--- src/rtl/divisor_seq.sv ---
// Sequential unsigned restoring divider: one quotient bit per clock, start/done handshake.
// Divide-by-zero short-circuits to DONE with Q all ones and R equal to the dividend.
module divisor_seq #(
  parameter int unsigned n = 8
) (
  input  logic         clk,
  input  logic         reset,
  input  logic         start,
  input  logic [n-1:0] A,
  input  logic [n-1:0] B,
  output logic [n-1:0] Q,
  output logic [n-1:0] R,
  output logic         busy,
  output logic         done,
  output logic         div_by_zero
);

  localparam int unsigned CW = $clog2(n) + 1;

  localparam logic [1:0] S_IDLE = 2'd0;
  localparam logic [1:0] S_ITER = 2'd1;
  localparam logic [1:0] S_DONE = 2'd2;

  logic [1:0]    state_q, state_d;
  logic [n-1:0]  regq_q, regq_d;
  logic [n-1:0]  regr_q, regr_d;
  logic [n-1:0]  regd_q, regd_d;
  logic [CW-1:0] cnt_q, cnt_d;
  logic          dz_q, dz_d;
  logic          busy_q, busy_d;
  logic          done_q, done_d;
  logic [n:0]    sh;
  logic [n:0]    diff;

  // State and datapath registers
  always_ff @(posedge clk) begin
    if (reset) begin
      state_q <= S_IDLE;
      regq_q  <= '0;
      regr_q  <= '0;
      regd_q  <= '0;
      cnt_q   <= '0;
      dz_q    <= 1'b0;
      busy_q  <= 1'b0;
      done_q  <= 1'b0;
    end else begin
      state_q <= state_d;
      regq_q  <= regq_d;
      regr_q  <= regr_d;
      regd_q  <= regd_d;
      cnt_q   <= cnt_d;
      dz_q    <= dz_d;
      busy_q  <= busy_d;
      done_q  <= done_d;
    end
  end

  // Next-state and shift/subtract step
  always_comb begin
    state_d = state_q;
    regq_d  = regq_q;
    regr_d  = regr_q;
    regd_d  = regd_q;
    cnt_d   = cnt_q;
    dz_d    = dz_q;
    sh      = {regr_q, regq_q[n-1]};
    diff    = sh - {1'b0, regd_q};

    case (state_q)
      S_IDLE: begin
        if (start) begin
          if (B != '0) begin
            regq_d  = A;
            regd_d  = B;
            regr_d  = '0;
            cnt_d   = CW'(n);
            dz_d    = 1'b0;
            state_d = S_ITER;
          end else begin
            regq_d  = '1;
            regr_d  = A;
            dz_d    = 1'b1;
            state_d = S_DONE;
          end
        end
      end
      S_ITER: begin
        // A clear borrow bit means the shifted remainder covers the divisor
        if (!diff[n]) begin
          regr_d = diff[n-1:0];
          regq_d = {regq_q[n-2:0], 1'b1};
        end else begin
          regr_d = sh[n-1:0];
          regq_d = {regq_q[n-2:0], 1'b0};
        end
        cnt_d = cnt_q - CW'(1);
        if (cnt_q == CW'(1)) begin
          state_d = S_DONE;
        end
      end
      S_DONE: begin
        state_d = S_IDLE;
      end
      default: begin
        state_d = S_IDLE;
      end
    endcase

    busy_d = (state_d != S_IDLE);
    done_d = (state_d == S_DONE);
  end

  assign Q           = regq_q;
  assign R           = regr_q;
  assign busy        = busy_q;
  assign done        = done_q;
  assign div_by_zero = dz_q;

endmodule

--- config.mk ---
export PLATFORM = sky130hd
export DESIGN_NAME = divisor_seq
export DESIGN_NICKNAME = d
export VERILOG_FILES = /design/src/rtl/divisor_seq.sv
export SDC_FILE = /design/constraint.sdc
export NUM_CORES = 1
export LEC_CHECK = 0
export CORE_AREA = 2 2 72 74
export CTS_CLUSTER_SIZE = 30
export DETAILED_ROUTE_END_ITERATION = 8
export DIE_AREA = 0 0 74 76
export GPL_TIMING_DRIVEN = 0
export PLACE_DENSITY = 0.71
export SETUP_SLACK_MARGIN = 0.02
export SKIP_CTS_REPAIR_TIMING = 1
export SLEW_MARGIN = 40
export SYNTH_ARGS = -nofsm -noshare
export SYNTH_HDL_FRONTEND = slang
export SYNTH_SLANG_ARGS = --single-unit
--- constraint.sdc ---
create_clock -name clk -period 2.4 [get_ports clk]
set_clock_uncertainty 0.1 [all_clocks]
set_input_delay 0.48 -clock clk [delete_from_list [all_inputs] [get_ports clk]]
set_output_delay 0.48 -clock clk [all_outputs]
set_load 0.03 [all_outputs]
==> results.sh, run 1 <==
export IMPL_status="finished, final reports clean"
export IMPL_vias_per_cell=5.22
export IMPL_grt_start_max_net_pins=11
export IMPL_ys_top_cells_by_area="dfxtp_1 36%, a21oi_1 8.6%, ha_1 6.7%"
export IMPL_io_pins=38
export IMPL_synth_cells=236
export IMPL_grtUsageTotal=0.172
export IMPL_crit_path_start_kind="flip-flop"
export IMPL_die_w_um=74
export IMPL_clkTransAtPathRegs_ns=0.07
export IMPL_yosysTopAreaCellShare=0.356
export IMPL_slew_headroom=0.641
export IMPL_fp_dieArea_mm2=0.00562
export IMPL_layout_min_cycle_time_ns=2.34
export IMPL_synth_seq_cells=33
export IMPL_syn_area_per_cell_um2=7.86
export IMPL_antenna_left=0
export IMPL_cts_buffers=5
export IMPL_grt_ovfl_total=0
export IMPL_drt_pass1_iter_count=4
export IMPL_tightest_slew_ns=0.537
export IMPL_clock_path_buffers=2
export IMPL_rows=26
export IMPL_yosysTopAreaCell="dfxtp_1"
export IMPL_crit_buf_inv=2
export IMPL_antenna_found_initial=0
export IMPL_place_hpwl_um=3480
export IMPL_drt_iter0_drc=195
export IMPL_tritoncts="yes"
export IMPL_port_buffer_count=36
export IMPL_clkLatencyLatePin_ns=0.28
export IMPL_crit_slowest_cell="dfxtp_4"
export IMPL_max_freq_mhz=428
export IMPL_final_period_utilization=0.974
export IMPL_cp_required_ns=2.49
export IMPL_initial_core_util=0.378
export IMPL_synth_edff_count=0
export IMPL_num_vias=1838
export IMPL_worstSetupEndpointType="flip-flop"
export IMPL_syn_nets=266
export IMPL_routed_wl_um=4910
export IMPL_post_drt_wl_per_cell_um=14.0
export IMPL_worstSetupPathType="flip-flop to flip-flop"
export IMPL_finalSetupTns_ns=0
export IMPL_cts_htree_levels=2
export IMPL_final_nets=312
export IMPL_syn_to_final_growth_pct=35.0
export IMPL_critPathMaxFanout=9
export IMPL_max_stage_delay_ns=0.38
export IMPL_cts_root_buf="clkbuf_8"
export IMPL_grt_pass1_vias=1658
export IMPL_cts_sinks=33
export IMPL_power_density_mw_per_mm2=679
export IMPL_setup_violations=0
export IMPL_hold_viol_final=0
export IMPL_yosys_cell_count_top_type="dfxtp_1"
export IMPL_chipHeight_um=76
export IMPL_drive_gt1_frac=0.113
export IMPL_worstHoldPathType="flip-flop to flip-flop"
export IMPL_peakVddDrop_uv=543
export IMPL_ys_types=34
export IMPL_slew_violations=0
export IMPL_async_reset_ff_frac=0
export IMPL_worstPathCellList="inv_2 -> ha_4 -> fa_2 -> nand2b_4 -> a21oi_4 -> a21oi_4 -> mux2i_4 -> buf_12 -> nand2b_1 -> a311oi_2"
export IMPL_netlist_area_mm2=0.00186
export IMPL_p_leak_nw=0.913
export IMPL_cap_viol_max_count=0
export IMPL_cp_common_cell="a21oi_4"
export IMPL_grt_pass1_wl_um=7620
export IMPL_synth_yosys_seq_area_share=0.356
export IMPL_worst_hold_slack_ns=0.357
export IMPL_critical_path_top_delay_family="compound AO/OA/AOI/OAI gates"
export IMPL_diodes=0
export IMPL_ys_flop_type="dfxtp_1"
export IMPL_synth_common_cells="33 x dfxtp_1, 32 x a21oi_1, 27 x nor2_1, 26 x nand2_1, 12 x inv_1"
export IMPL_finish_utilization=0.510
export IMPL_arrival_ns=2.43
export IMPL_ys_warn_count=0
export IMPL_drc=0
export IMPL_core_area_mm2=0.00491
export IMPL_place_congestion=0.783
## worst reg2reg max path: stages, from the launching register on
cell	delay, ns
dfxtp_4	0.38
inv_2	0.05
ha_4	0.16
fa_2	0.34
nand2b_4	0.17
a21oi_4	0.21
a21oi_4	0.12
mux2i_4	0.20
buf_12	0.15
nand2b_1	0.08
a311oi_2	0.28
## flip-flops by register name (all words and copies together) (netlist names)
name,cells
Q,8
R,8
regd_q,8
cnt_q,4
state_q,2
busy,1
div_by_zero,1
done,1
## final timing paths
| check | from | endpoint | slack (ns) | cells after the start |
|---|---|---|---|---|
| min reg2reg | regd_q[6] | regd_q[6] | 0.36 | 2 |
| min | regd_q[6] | regd_q[6] | 0.36 | 2 |
| max | Q[7] | R[0] | 0.06 | 10 |
| max reg2reg | Q[7] | R[0] | 0.06 | 10 |
## kinds of logic (layout without fill, tap and decap cells)
logic type | Yosys count | count (layout) | share of synthesized area
fa+ha+maj | 11 | 11 | 0.0782
simple gates | 90 | 90 | 0.229
compound gates | 71 | 71 | 0.238
mux | 3 | 3 | 0.0229
flops | 33 | 33 | 0.356
buf+inv | 23 | 69 | 0.0485
xor+xnor | 5 | 5 | 0.0277
## stage by stage
| stage | total power, W | worst slack (ns) | cells | cell area, um2 |
|---|---|---|---|---|
| after floorplan | 0.00103 | 0.0216 | 236 | 1860 |
| after global placement | 0.00119 | -0.116 | 342 | 2310 |
| after detailed placement | 0.00120 | -0.165 | 342 | 2310 |
| after CTS | 0.00162 | -0.196 | 349 | 2390 |
| after global routing | 0.00178 | -0.0381 | 352 | 2500 |
| final | 0.00170 | 0.0619 | 352 | 2500 |
## routing by layer
metal | wire length, um | GRT usage
met5 | 0 | 0
met4 | 51 | 0.0400
met3 | 220 | 0.0410
met2 | 2400 | 0.262
met1 | 2240 | 0.244
## report_power, final
| part | internal, W | total (W) | switching [W] |
|---|---|---|---|
| Clock | 0.000227 | 0.000426 | 0.000198 |
| Combinational | 0.000280 | 0.000636 | 0.000356 |
| Sequential | 0.000594 | 0.000639 | 0.0000449 |
| Total | 0.00110 | 0.00170 | 0.000599 |
## cells in the final DEF (no fill, tap or decap), drive strengths merged, types with 4 or more instances in the layout
master / synthesis / routed
nand2b: 10 / 10
clkdlybuf4s50: 0 / 36
a22oi: 10 / 10
inv: 12 / 12
o21ai: 15 / 15
a21oi: 34 / 34
buf: 3 / 6
nor2: 28 / 28
dfxtp: 33 / 33
nor2b: 4 / 4
clkbuf: 8 / 15
nand3: 11 / 11
a311oi: 8 / 8
nand2: 26 / 26
ha: 10 / 10
## final cells by class
cell class	count	area, um2
fill	475	2410
multi-input combinational	180	1180
sequential	33	666
timing repair buffer	39	399
tap	70	87.6
clock buffer	7	86.3
buffer	11	45.0
inverter	12	45.0
Power figures use the tool's default switching activity.
==> run 2: changes to the inputs <==
- SLEW_MARGIN: 40 -> 10
==> results of run 2 <==
No change in the layout: final DEF, timing and power equal those of run 1.
